<file path="config.mk">
export PLATFORM = sky130hd
export DESIGN_NAME = wb_stage
export DESIGN_NICKNAME = d
export VERILOG_FILES = /design/src/rtl/wb_stage_pkg.sv /design/src/rtl/wb_retire_counter.sv /design/src/rtl/wb_stage.sv
export SDC_FILE = /design/constraint.sdc
export NUM_CORES = 1
export LEC_CHECK = 0
export ABC_CLOCK_PERIOD_IN_PS = 2350
export CAP_MARGIN = 20
export CORE_MARGIN = 3
export CORE_UTILIZATION = 44
export DETAILED_ROUTE_END_ITERATION = 16
export HOLD_SLACK_MARGIN = 0.08
export PLACE_DENSITY = 0.9
export SLEW_MARGIN = 30
export SYNTH_ARGS = -nofsm -noshare
export SYNTH_HDL_FRONTEND = slang
export SYNTH_HIERARCHICAL = 1
export SYNTH_SLANG_ARGS = --single-unit
</file>
<file path="constraint.sdc">
create_clock -name clk -period 2.35 [get_ports clk]
set_input_delay 0.47 -clock clk [delete_from_list [all_inputs] [get_ports clk]]
set_output_delay 0.47 -clock clk [all_outputs]
set_load 0.05 [all_outputs]
</file>
<file path="src/rtl/wb_stage_pkg.sv">
// Shared pipeline parameters for the writeback stage and its retire counter.
// Other pipeline stages import the same widths so register indices agree.
package wb_stage_pkg;

    localparam int WB_DW    = 16;
    localparam int WB_AW    = 4;
    localparam int RETIRE_W = 16;

endpackage : wb_stage_pkg

</file>
<file path="src/rtl/wb_retire_counter.sv">
// Saturating up-counter of retired writeback entries; sticks at all-ones.
module wb_retire_counter
    import wb_stage_pkg::*;
#(
    parameter int W = RETIRE_W
) (
    input  logic         clk,
    input  logic         rst,
    input  logic         en_i,
    output logic [W-1:0] count_o
);

    logic [W-1:0] count_q;
    logic [W-1:0] count_d;

    // NOTE: every signal written in always_comb gets a value on every path (here the hold value first), otherwise a latch is inferred.
    always_comb begin
        count_d = count_q;
        if (en_i && (count_q != {W{1'b1}})) begin
            count_d = count_q + 1'b1;
        end
    end

    // NOTE: state registers use non-blocking assignment so all flops sample pre-edge values together.
    always_ff @(posedge clk or negedge rst) begin
        if (!rst) begin
            count_q <= '0;
        end else begin
            count_q <= count_d;
        end
    end

    assign count_o = count_q;

endmodule : wb_retire_counter

</file>
<file path="src/rtl/wb_stage.sv">
// Writeback stage: one registered entry from MEM driving the register-file write
// ports, decode bypass flags, a dual-write collision flag and a retire counter.
module wb_stage
    import wb_stage_pkg::*;
#(
    parameter int DW = WB_DW,
    parameter int AW = WB_AW
) (
    input  logic                clk,
    input  logic                rst,
    input  logic                in_valid,
    input  logic                stall,
    input  logic                flush,
    input  logic [AW-1:0]       in_rd1,
    input  logic [AW-1:0]       in_rd2,
    input  logic [DW-1:0]       in_alu_res,
    input  logic [DW-1:0]       in_alu_res2,
    input  logic [DW-1:0]       in_mem_data,
    input  logic                in_mem_to_reg,
    input  logic                in_reg_write,
    input  logic                in_write_op2,
    input  logic [AW-1:0]       id_rs1,
    input  logic [AW-1:0]       id_rs2,
    output logic [AW-1:0]       wb_rd1,
    output logic [AW-1:0]       wb_rd2,
    output logic [DW-1:0]       wb_data1,
    output logic [DW-1:0]       wb_data2,
    output logic                wb_reg_write,
    output logic                wb_write_op2,
    output logic                fwd_a,
    output logic                fwd_b,
    output logic                collision,
    output logic [RETIRE_W-1:0] retire_count
);

    logic          valid_q,      valid_d;
    logic [AW-1:0] rd1_q,        rd1_d;
    logic [AW-1:0] rd2_q,        rd2_d;
    logic [DW-1:0] alu_res_q,    alu_res_d;
    logic [DW-1:0] alu_res2_q,   alu_res2_d;
    logic [DW-1:0] mem_data_q,   mem_data_d;
    logic          mem_to_reg_q, mem_to_reg_d;
    logic          reg_write_q,  reg_write_d;
    logic          write_op2_q,  write_op2_d;

    logic          retire_en;
    logic          port1_wr;

    // Flush only kills the entry; the payload fields keep their last value.
    always_comb begin
        valid_d      = valid_q;
        rd1_d        = rd1_q;
        rd2_d        = rd2_q;
        alu_res_d    = alu_res_q;
        alu_res2_d   = alu_res2_q;
        mem_data_d   = mem_data_q;
        mem_to_reg_d = mem_to_reg_q;
        reg_write_d  = reg_write_q;
        write_op2_d  = write_op2_q;
        if (flush) begin
            valid_d = 1'b0;
        end else if (!stall) begin
            valid_d      = in_valid;
            rd1_d        = in_rd1;
            rd2_d        = in_rd2;
            alu_res_d    = in_alu_res;
            alu_res2_d   = in_alu_res2;
            mem_data_d   = in_mem_data;
            mem_to_reg_d = in_mem_to_reg;
            reg_write_d  = in_reg_write;
            write_op2_d  = in_write_op2;
        end
    end

    // NOTE: every entry field is reset, not just valid, so all outputs read 0 while rst is low.
    always_ff @(posedge clk or negedge rst) begin
        if (!rst) begin
            valid_q      <= 1'b0;
            rd1_q        <= '0;
            rd2_q        <= '0;
            alu_res_q    <= '0;
            alu_res2_q   <= '0;
            mem_data_q   <= '0;
            mem_to_reg_q <= 1'b0;
            reg_write_q  <= 1'b0;
            write_op2_q  <= 1'b0;
        end else begin
            valid_q      <= valid_d;
            rd1_q        <= rd1_d;
            rd2_q        <= rd2_d;
            alu_res_q    <= alu_res_d;
            alu_res2_q   <= alu_res2_d;
            mem_data_q   <= mem_data_d;
            mem_to_reg_q <= mem_to_reg_d;
            reg_write_q  <= reg_write_d;
            write_op2_q  <= write_op2_d;
        end
    end

    // A flush overrides stall, so the held entry leaves the stage and retires.
    assign retire_en = valid_q & (~stall | flush);

    wb_retire_counter #(
        .W (RETIRE_W)
    ) u_retire_counter (
        .clk     (clk),
        .rst     (rst),
        .en_i    (retire_en),
        .count_o (retire_count)
    );

    assign port1_wr     = valid_q & reg_write_q;
    assign collision    = port1_wr & write_op2_q & (rd1_q == rd2_q);
    assign wb_reg_write = port1_wr;
    assign wb_write_op2 = port1_wr & write_op2_q & ~collision;

    assign wb_rd1   = rd1_q;
    assign wb_rd2   = rd2_q;
    assign wb_data1 = mem_to_reg_q ? mem_data_q : alu_res_q;
    assign wb_data2 = alu_res2_q;

    // Only port 1 is bypassed to decode.
    assign fwd_a = port1_wr & (rd1_q == id_rs1);
    assign fwd_b = port1_wr & (rd1_q == id_rs2);

endmodule : wb_stage

</file>
### Word level (Yosys, flattened, before mapping)

Index checks and enable logic that the tools add are counted.

* flip-flop bits (word level): 76
* input bits: 72
* output and inout bits: 61

* $add $sub $neg: 1
* equality and inequality tests: 5
* mux-type cells: 3
* bitwise operators: 11
* reductions and logical operators: 2

Operators by type and width (count)
* adder 16 x 1 -> 16 bit, second input constant: 1
* two-way mux 16 bit: 1
* inequality test 16 bit, second input constant: 1
* equality test 4 bit: 3
* AND 1 bit: 7
* inverter 1 bit: 3
* two-way mux 1 bit: 2
* inequality test 2 x 1 -> 1 bit, second input constant: 1
* AND reduction 2 bit: 1
* logical AND 1 bit: 1
* OR 1 bit: 1

### Depth between registers and ports, before layout

Gate-level depths: netlist of run 1.

* depth in word-level cells: 5
* gate-level depth with buffers: 6
* depth with buffers taken out: 6

### Modules after synthesis

Netlist of run 1, hierarchy kept.

By module, submodules not included
* wb_stage: instances 1, cells each 169, area each 2633.8 um2, seq. area each 1501.4 um2
* wb_retire_counter: instances 1, cells each 72, area each 859.6 um2, seq. area each 400.4 um2

### Worst setup path before layout of run 1

No wires, ideal clock.

* kind: reg2out
* start: reg rd1_q[2] (netlist: wb_rd1[2])
* end: out fwd_a
* arrival time: 2.405 ns
* data required time: 1.880 ns
* slack: -0.525 ns
* stages on the path, launching flop included: 3
* cells stage by stage: dfrtp_1 xor2_1 nor4_1

* word-level cells in the longest chain between the ends: 2

Ends and longest elaborated chain
* start, declared: RTL line wb_stage.sv:37 `logic [AW-1:0] rd1_q, rd1_d;`
* start signal, assigned: RTL line wb_stage.sv:89 `rd1_q <= rd1_d;`
* equality test 4 bit: RTL line wb_stage.sv:123 `assign fwd_a = port1_wr & (rd1_q == id_rs1);`
* AND 1 bit: RTL line wb_stage.sv:123
* end, declared: RTL line wb_stage.sv:30 `output logic fwd_a,`

No other way between the ends.

### Worst setup path in the final report of run 1

* start: in id_rs2[2]
* end: out fwd_b

* word-level cells in the longest chain between the ends: 2

Ends and longest elaborated chain
* start, declared: RTL line wb_stage.sv:23 `input logic [AW-1:0] id_rs2,`
* equality test 4 bit: RTL line wb_stage.sv:124 `assign fwd_b = port1_wr & (rd1_q == id_rs2);`
* AND 1 bit: RTL line wb_stage.sv:124
* end, declared: RTL line wb_stage.sv:31 `output logic fwd_b,`

No other way between the ends.

==> results of run 1 <==
==> kinds of logic (layout without fill, tap and decap cells) <==
logic type | count (synthesis) | in the layout
xor+xnor | 19 | 19
fa+ha+maj | 1 | 1
flops | 76 | 76
compound gates | 16 | 16
mux | 77 | 77
simple gates | 43 | 43
buf+inv | 9 | 154
==> synthesized netlist by cell type, drive strengths merged <==
library cell / number / area (µm²)
nand2: 7 / 26.3
xnor2: 11 / 96.3
o21a: 5 / 37.5
o31ai: 1 / 21.3
buf: 8 / 62.6
and4: 3 / 30.0
nor2b: 1 / 6.26
nor4: 4 / 55.1
a21boi: 1 / 7.51
dfrtp: 76 / 1900
and3: 2 / 12.5
and2: 1 / 6.26
mux2i: 1 / 10.0
nor2: 6 / 32.5
o21ai: 1 / 5.00
and4b: 1 / 10.0
mux2: 76 / 893
o211ai: 1 / 7.51
nand4: 11 / 90.1
nor3: 1 / 10.0
a31oi: 3 / 18.8
nand3: 6 / 42.5
xor2: 8 / 70.1
a32oi: 1 / 8.76
a21oi: 3 / 15.0
inv: 1 / 3.75
ha: 1 / 12.5
==> registers in the layout (all words and copies together) (netlist names) <==
signal,flops
wb_rd2,4
wb_rd1,4
valid_q,1
write_op2_q,1
reg_write_q,1
wb_data2,16
alu_res_q,16
mem_data_q,16
mem_to_reg_q,1
u_retire_counter/count_o,16
==> worst max-delay path: stages <==
cell and delay, ns:
clkdlybuf4s50_1 0.42, xor2_1 0.17, nor4_2 0.42, buf_12 0.19
==> layout by cell type (no fill, tap or decap), types with 2 or more instances in the layout <==
| master | Yosys | routed |
|---|---|---|
| a31oi_1 | 3 | 3 |
| a21oi_1 | 3 | 3 |
| clkdlybuf4s50_1 | 0 | 110 |
| clkbuf_1 | 0 | 4 |
| buf_4 | 4 | 21 |
| dfrtp_1 | 76 | 76 |
| buf_12 | 0 | 5 |
| xor2_1 | 8 | 8 |
| clkbuf_8 | 0 | 11 |
| and3_1 | 2 | 2 |
| nand4_1 | 9 | 9 |
| xnor2_1 | 11 | 11 |
| o21a_1 | 5 | 5 |
| nor4_4 | 2 | 2 |
| nand2_1 | 7 | 7 |
| nand3_1 | 5 | 5 |
| mux2_4 | 10 | 10 |
| mux2_2 | 65 | 65 |
| nor4_2 | 0 | 2 |
| nor2_1 | 4 | 4 |
==> worst max path at each step <==
stage                           startpoint                           to  slack (ns)  cells after the start
4_1_cts                            valid_q                 wb_reg_write        0.06                      2
2_1_floorplan                    wb_rd1[2]                        fwd_a        0.03                      2
5_1_grt        u_retire_counter/count_o[2]              retire_count[2]        0.10                      1
3_3_place_gp                         flush  u_retire_counter/count_o[5]        0.16                      8
3_5_place_dp                         flush  u_retire_counter/count_o[5]        0.04                      8
6_report                         id_rs2[2]                        fwd_b        0.21                      4
==> routing by layer <==
layer / GRT usage / routed length (µm) / up-vias
met4: 0.0553 / 78 / 0
met5: 0 / 0 / -
met3: 0.0624 / 686 / 8
met2: 0.310 / 4050 / 107
li1: - / - / 1164
met1: 0.226 / 3330 / 1225
==> metrics by stage <==
step	instance area, µm²	power [mW]
finish	5130	4.14
global route	5130	4.35
CTS	5130	4.19
detailed placement	4940	3.20
global placement	4940	3.16
floorplan	3510	2.62
==> layout make-up <==
type                    count  area (µm²)
clock inverters             1        30.0
well taps                  99         124
inverters                   1        3.75
clock buffers              15         166
repair buffers            137        1370
fillers                   520        2350
multi-input cells         156        1540
flip-flops and latches     76        1900
==> report_power, final <==
group,leakage (nW),internal (mW),switching (mW)
clock,0.0979,0.552,0.425
sequential,0.922,1.50,0.168
combinational,1.14,0.627,0.872
==> timing repair <==
action                     4_1_cts  5_1_grt
setup endpoints to repair        0        1
hold endpoints to repair         0        0
resized for setup                0        1
==> impl_metrics.csv, run 1 <==
group,metric,value,unit
run_status,run_status,"finished, final reports clean",
synthesis,avgSynthCellArea,14.5,µm²
worst_hold_path,hp-class,"input pin to asynchronous set/reset pin",
sta,worst_pin_slew,0.524,ns
cts,cts_buffers,9,
place,io_buffers,132,
synthesis,synthSimpleGateAreaFrac,0.0920,
routing,routed_wl,8.15,mm
sta,drv_slew,0,
global_routing,grt_start_max_net_pins,41,
layout,finalNonFillerCells,485,
place,placed_cells,469,
floorplanning,dieArea,9040,µm²
setup_path,worst_r2r_path_depth,6,
sta,relSlewSlack,0.650,
layout,nNetsFinal,454,
routing,dr.pass1.iters,4,
setup_path,rr_endpoint,"u_retire_counter/count_o[5]",
synthesis,yosysSeqAreaShare,0.544,
floorplanning,initial_core_util,0.467,
routing,viasPerCell,5.16,
layout,syn2layout_area_growth,47.0,%
sta,skew,0.00571,ns
sta,holdWs,0.105,ns
floorplanning,io_pins,133,
routing,drtIter0Drc,87,
routing,vias,2504,
place,place_congestion,0.767,
global_routing,grt_remaining_overflow,0,
sta,finalCriticalPeriod,2.14,ns
synthesis,synth_seq_cells,76,
cts,clock_latency,0.33,ns
setup_path,start_kind,"input pin",
setup_path,cp.required,1.88,ns
cts,post_cts_buffers,0,
floorplanning,placementRows,31,
place,detailedPlace.worstSlack,0.0359,ns
setup_path,cp.arrival,1.67,ns
floorplanning,core_area,7490,µm²
setup_path,r2r_start,"valid_q",
synthesis,synth_mux_area_frac,0.259,
cts,tritoncts,"yes",
sta,min_period_over_period,0.910,
cts,hold_buffers,0,
sta,fmax,468,MHz
layout,drive_above_1_share,0.326,
flow_run,max_cap_viol_count,0,
cts,clk_root_buffer_cell,"clkbuf_8",
setup_path,ff2ff_setup_slack,0.64,ns
routing,antenna_left,0,
routing,wl_per_cell,16.8,µm
global_routing,grt_pass1_wl,12.8,mm
floorplanning,die_h,95.1,µm
setup_path,worstPathMaxFanout,1,
synthesis,synth-xor-area-share,0.0476,
synthesis,netlist_instances,241,
layout,finalCoreUtilization,0.686,
power,leakage,2.16,nW
synthesis,synth_fa_ha_area_frac,0.00358,
sta,rsz0062_at_grt,"false",
routing,drc,0,
power,vdd_ir_drop_max,472,µV
cts,cts.reportedPaths.clkPinSlew,0.07,ns
power,powerDensity,806,nW/µm²
synthesis,synth-compound-area-share,0.0347,
setup_path,worst-setup-path-type,"input pin to primary output",
cts,cts_sinks,76,
cts,h-tree-depth,3,
sta,finalWorstSetupSlack,0.212,ns
synthesis,synth_nets,314,
floorplanning,die_x,95.1,µm
global_routing,grt_pass1_vias,2641,
sta,setup_viol,0,
synthesis,netlist_area,3490,µm²
synthesis,yosysWarnings,6,
layout,antennaDiodeCount,0,
setup_path,endpoint_kind,"primary output",
synthesis,ys_types,39,
cts,clock_path_buffers,2,
sta,hold_viol,0,
synthesis,synth_top_family_by_area,"multiplexers",
place,detailed_place_hpwl,6.11,mm
sta,fin_tns_setup,0,ns
global_routing,antenna_found_initial,0,
global_routing,track_usage,0.185,
Note: power is estimated with default switching activity, not from simulation.
==> inputs of run 2 (changes only) <==
--- a/config.mk
+++ b/config.mk
@@ -8,10 +8,11 @@
 export ABC_CLOCK_PERIOD_IN_PS = 2350
 export CAP_MARGIN = 20
 export CORE_MARGIN = 3
-export CORE_UTILIZATION = 44
+export CORE_UTILIZATION = 61
 export DETAILED_ROUTE_END_ITERATION = 16
+export DONT_BUFFER_PORTS = 1
 export HOLD_SLACK_MARGIN = 0.08
-export PLACE_DENSITY = 0.9
+export PLACE_DENSITY = 0.87
 export SLEW_MARGIN = 30
 export SYNTH_ARGS = -nofsm -noshare
 export SYNTH_HDL_FRONTEND = slang
==> run 2 against run 1 <==
Against the previous run: register-to-register slack better by 0.09 ns; wire length is 11% lower; final cell count is 28% lower; combinational power is 31% lower; clock skew is 0.0012 ns higher; power is 0.53% lower; largest cell class unchanged; largest power group unchanged; critical endpoint is now wb_write_op2; sequential share of layout area is 9.5 points higher; worst hold slack better by 0.075 ns; highest routed layer unchanged; die area is 26% lower; maximum frequency is 0.65% higher.
==> impl_metrics.csv, run 2 (same netlist as run 1, synthesis figures left out) <==
group,metric,value,unit
run_status,run_status,"finished, final reports clean",
layout,fill_cells,345,
global_routing,track_usage,0.225,
global_routing,grt_pass1_vias,2212,
setup_path,start_kind,"flop",
layout,nNetsFinal,348,
setup_path,startpoint,"wb_rd2[0]",
sta,fin_tns_setup,0,ns
layout,regArea,1900,µm²
sta,skew,0.00695,ns
setup_path,critPathSlowestCell,"dfrtp_1",
floorplanning,core_area,5340,µm²
setup_path,cp.arrival,1.65,ns
floorplanning,die_x,81.7,µm
sta,hold_viol,0,
power,vdd_ir_drop_max,818,µV
setup_path,worstSetupEndpoint,"wb_write_op2",
cts,cts_sinks,76,
setup_path,worst-setup-path-type,"flop to primary output",
layout,drive_above_1_share,0.475,
setup_path,worst_r2r_path_depth,5,
global_routing,grt_start_max_net_pins,77,
place,detailedPlace.worstSlack,0.569,ns
sta,worst_pin_slew,0.523,ns
layout,final_cell_mix,"76 x dfrtp_1, 65 x mux2_2, 26 x buf_4",
power,leakage,1.78,nW
power,powerDensity,1010,nW/µm²
layout,final_common_cell,"dfrtp_1",
sta,finalCriticalPeriod,2.12,ns
setup_path,worstPathMaxFanout,3,
cts,clk_root_buffer_cell,"clkbuf_8",
routing,vias,2094,
routing,drtIter0Drc,65,
place,place_congestion,0.822,
sta,finalWorstSetupSlack,0.225,ns
routing,dr.pass1.iters,4,
routing,antenna_left,0,
cts,cts_buffers,9,
sta,drv_slew,0,
floorplanning,initial_core_util,0.655,
routing,routed_wl,7.28,mm
cts,clock_path_buffers,2,
cts,hold_buffers,2,
routing,viasPerCell,5.98,
global_routing,antenna_found_initial,0,
global_routing,grt_remaining_overflow,0,
cts,cts-resized-gates,0,
cts,cts.reportedPaths.clkPinSlew,0.08,ns
setup_path,r2r_start,"u_retire_counter/count_o[0]",
worst_hold_path,hp-class,"input pin to flop",
floorplanning,die_h,81.7,µm
setup_path,ff2ff_setup_slack,0.73,ns
sta,fmax,471,MHz
floorplanning,dieArea,6670,µm²
routing,drc,0,
place,io_buffers,0,
global_routing,grt_pass1_wl,10.8,mm
flow_run,max_cap_viol_count,0,
layout,antennaDiodeCount,0,
sta,min_period_over_period,0.904,
cts,clock_latency,0.34,ns
sta,setup_viol,0,
setup_path,rr_endpoint,"u_retire_counter/count_o[10]",
setup_path,endpoint_kind,"primary output",
sta,relSlewSlack,0.651,
setup_path,cp.required,1.88,ns
floorplanning,placementRows,26,
layout,syn2layout_area_growth,17.0,%
setup_path,path_cells,"xnor2_1, nand4_1, nor2b_1, buf_4",
sta,rsz0062_at_grt,"false",
layout,multi_input_area,1540,µm²
cts,h-tree-depth,3,
floorplanning,io_pins,133,
cts,tritoncts,"yes",
setup_path,max_stage_delay,0.67,ns
place,detailed_place_hpwl,5.26,mm
routing,wl_per_cell,20.8,µm
cts,post_cts_buffers,0,
run 2: cell count changes in the layout (fill, tap and decap cells not counted), sizes merged:
| cell | before | now |
|---|---|---|
| dlygate4sd3 | 0 | 1 |
| clkinv | 0 | 1 |
| buf | 26 | 30 |
| clkdlybuf4s50 | 110 | 0 |
| dlymetal6s2s | 1 | 0 |
| clkbuf | 15 | 10 |
| clkinvlp | 0 | 1 |
| bufinv | 1 | 4 |
run 2: per-stage QoR:
stage | hold WS [ns] | std cells | total power, mW | instance area, µm² | util
floorplan | 0.174 | 241 | 2.62 | 3510 | -
global placement | 0.176 | 332 | 2.81 | 3790 | 0.710
detailed placement | 0.176 | 332 | 2.84 | 3790 | 0.710
CTS | 0.158 | 350 | 4.17 | 4090 | 0.766
global route | 0.149 | 350 | 4.29 | 4090 | 0.766
finish | 0.180 | 350 | 4.12 | 4090 | 0.766
run 2: how the worst min path moves through the flow:
| stage | start | end | slack [ns] | depth (start not counted) |
|---|---|---|---|---|
| after floorplan | rst | alu_res_q[0] | 0.17 | 0 |
| after global placement | rst | mem_data_q[8] | 0.18 | 0 |
| after detailed placement | rst | mem_data_q[8] | 0.18 | 0 |
| after CTS | flush | valid_q | 0.16 | 1 |
| after global routing | flush | valid_q | 0.15 | 1 |
| final | flush | valid_q | 0.18 | 1 |
run 2: per-layer routing:
layer | track usage | vias up | wire length (µm)
met5 | 0 | - | 0
met3 | 0.0921 | 12 | 715
met4 | 0.0897 | 0 | 96
met1 | 0.244 | 1032 | 2660
li1 | - | 954 | -
met2 | 0.392 | 96 | 3810
run 2: layout make-up:
cell class	count	area share
Multi-Input combinational cell	156	0.376
Inverter	1	0.000918
Timing Repair Buffer	31	0.0716
Clock inverter	6	0.0334
Sequential cell	76	0.465
Tap cell	70	0.0214
Clock buffer	10	0.0312
run 2: critical path: cells and delay by family, from the launching register on:
kind	cells	cell delay, ns
XOR/XNOR	1	0.19
buffers and inverters	1	0.18
flip-flops	1	0.67
AND/OR/NAND/NOR	2	0.28
run 2: report_power, final:
part	total, mW	switching, mW	internal [mW]
Sequential	1.82	0.323	1.49
Combinational	1.03	0.672	0.356
Clock	1.27	0.459	0.815
==> inputs of run 3 (changes only) <==
--- a/config.mk
+++ b/config.mk
@@ -5,7 +5,7 @@
 export SDC_FILE = /design/constraint.sdc
 export NUM_CORES = 1
 export LEC_CHECK = 0
-export ABC_CLOCK_PERIOD_IN_PS = 2350
+export ABC_CLOCK_PERIOD_IN_PS = 2600
 export CAP_MARGIN = 20
 export CORE_MARGIN = 3
 export CORE_UTILIZATION = 61
==> constraint.sdc (replaced) <==
create_clock -name clk -period 2.6 [get_ports clk]
set_input_delay 0.52 -clock clk [delete_from_list [all_inputs] [get_ports clk]]
set_output_delay 0.52 -clock clk [all_outputs]
set_load 0.05 [all_outputs]
==> run 3 against run 2 <==
Against the previous run: global-route usage shrank 0.29 points; register-to-register slack lost 0.10 ns; die area is the same; count of clock-buffer cells in the layout grew 2; largest power group unchanged; sequential power shrank 5%; setup slack gained 0.037 ns; critical path depth is the same; non-clock buffer count shrank 12; power shrank 12%; clock power shrank 14%; clock skew is essentially flat; largest cell class unchanged; design area shrank 3.2%.
==> impl_metrics.csv, run 3 (same netlist as run 1, synthesis figures left out) <==
group,metric,value,unit
run_status,run_status,"finished, final reports clean",
sta,finalCriticalPeriod,2.34,ns
sta,fmax,428,MHz
layout,drive_above_1_share,0.451,
cts,cts_buffers,9,
floorplanning,initial_core_util,0.655,
cts,post_cts_buffers,0,
place,place_area,3670,µm²
global_routing,grt_pass1_wl,10.9,mm
layout,regArea,1900,µm²
worst_hold_path,hp-class,"input pin to flop",
routing,antenna_left,0,
routing,drtIter0Drc,106,
sta,skew,0.00653,ns
sta,setup_viol,0,
sta,fin_tns_setup,0,ns
layout,antennaDiodeCount,0,
global_routing,antenna_found_initial,0,
setup_path,cp.arrival,1.82,ns
global_routing,grt_remaining_overflow,0,
routing,vias,2026,
layout,final_cell_mix,"76 x dfrtp_1, 65 x mux2_2, 16 x buf_4",
sta,worst_pin_slew,0.651,ns
floorplanning,die_h,81.7,µm
cts,clock_latency,0.33,ns
routing,viasPerCell,5.99,
sta,hold_viol,0,
layout,multi_input_area,1540,µm²
routing,dr.pass1.iters,4,
flow_run,max_cap_viol_count,0,
place,placed_cells,320,
floorplanning,dieArea,6670,µm²
cts,cts_sinks,76,
layout,fill_cells,354,
floorplanning,core_area,5340,µm²
floorplanning,io_pins,133,
global_routing,grt_start_max_net_pins,77,
power,design_power_total,3.61,mW
sta,rsz0062_at_grt,"false",
floorplanning,die_x,81.7,µm
place,place_congestion,0.792,
routing,wl_per_cell,21.0,µm
layout,final_common_cell,"dfrtp_1",
cts,cts.reportedPaths.clkPinSlew,0.07,ns
place,detailed_place_hpwl,4.94,mm
sta,min_period_over_period,0.899,
layout,nNetsFinal,336,
setup_path,worstPathMaxFanout,5,
cts,clk_root_buffer_cell,"clkbuf_8",
sta,relSlewSlack,0.566,
global_routing,track_usage,0.222,
layout,finalNonFillerCells,338,
power,vdd_ir_drop_max,569,µV
power,powerDensity,913,nW/µm²
layout,syn2layout_area_growth,13.3,%
cts,h-tree-depth,3,
routing,drc,0,
sta,drv_slew,0,
floorplanning,placementRows,26,
layout,finalCoreUtilization,0.742,
setup_path,start_kind,"flop",
power,leakage,1.71,nW
cts,tritoncts,"yes",
layout,final_area,3960,µm²
place,io_buffers,0,
setup_path,cp.required,2.08,ns
routing,routed_wl,7.10,mm
setup_path,endpoint_kind,"primary output",
cts,clock_path_buffers,2,
setup_path,worst-setup-path-type,"flop to primary output",
global_routing,grt_pass1_vias,2167,
[run 3: cell count changes in the layout (fill, tap and decap cells not counted)]
cell,previous run,this run
buf_4,26,16
bufinv_16,4,3
buf_12,3,1
clkinvlp_4,1,0
clkinv_2,0,1
clkinv_4,1,0
clkbuf_8,9,11
[run 3: stage by stage]
stage	hold WS, ns	setup slack [ns]
5_1_grt	0.229	0.163
3_5_place_dp	0.226	0.632
6_report	0.247	0.262
2_1_floorplan	0.224	0.234
4_1_cts	0.229	0.236
3_3_place_gp	0.226	0.645
[run 3: path summary, 6_finish.rpt]
kind / depth (start not counted) / startpoint / end / slack, ns
max in group asynchronous: 2 / rst / alu_res_q[12] / 1.57
hold reg to reg: 1 / mem_data_q[6] / mem_data_q[6] / 0.51
hold / removal: 1 / flush / valid_q / 0.25
setup / recovery: 4 / wb_rd1[2] / wb_write_op2 / 0.26
min in group asynchronous: 2 / rst / mem_data_q[4] / 0.73
setup reg to reg: 4 / u_retire_counter/count_o[15] / u_retire_counter/count_o[1] / 0.63
[run 3: final cells by class]
cell class | count | share of cell area
Sequential cell | 76 | 0.480
Multi-Input combinational cell | 156 | 0.388
Clock buffer | 12 | 0.0392
Inverter | 1 | 0.000948
Tap cell | 70 | 0.0221
Timing Repair Buffer | 19 | 0.0449
Clock inverter | 4 | 0.0240
[run 3: power breakdown]
group | total (mW) | switching, mW | leakage [nW] | internal [mW]
Clock | 1.09 | 0.405 | 0.127 | 0.690
Sequential | 1.72 | 0.371 | 0.922 | 1.35
Combinational | 0.801 | 0.514 | 0.657 | 0.287
Total | 3.61 | 1.29 | 1.71 | 2.32
[run 3: worst max-delay path: stages, from the launching register on]
cell	delay, ns
dfrtp_1	0.76
xnor2_1	0.22
nand4_1	0.16
nor2b_1	0.17
buf_4	0.18
[run 3: routing by layer]
layer  part of all wire  wire length (µm)  up-vias  GRT usage
li1                   -                 -      927          -
met1               0.37              2620      997      0.260
met2               0.52              3690       94      0.379
met3              0.096               681        8     0.0866
met4              0.014               100        0     0.0664
met5                  0                 0        -          0
[run 3: timing repair]
action                                 CTS  global route
endpoints found under the hold margin   76             0
hold buffers                             2             0
resized for setup                        0             0
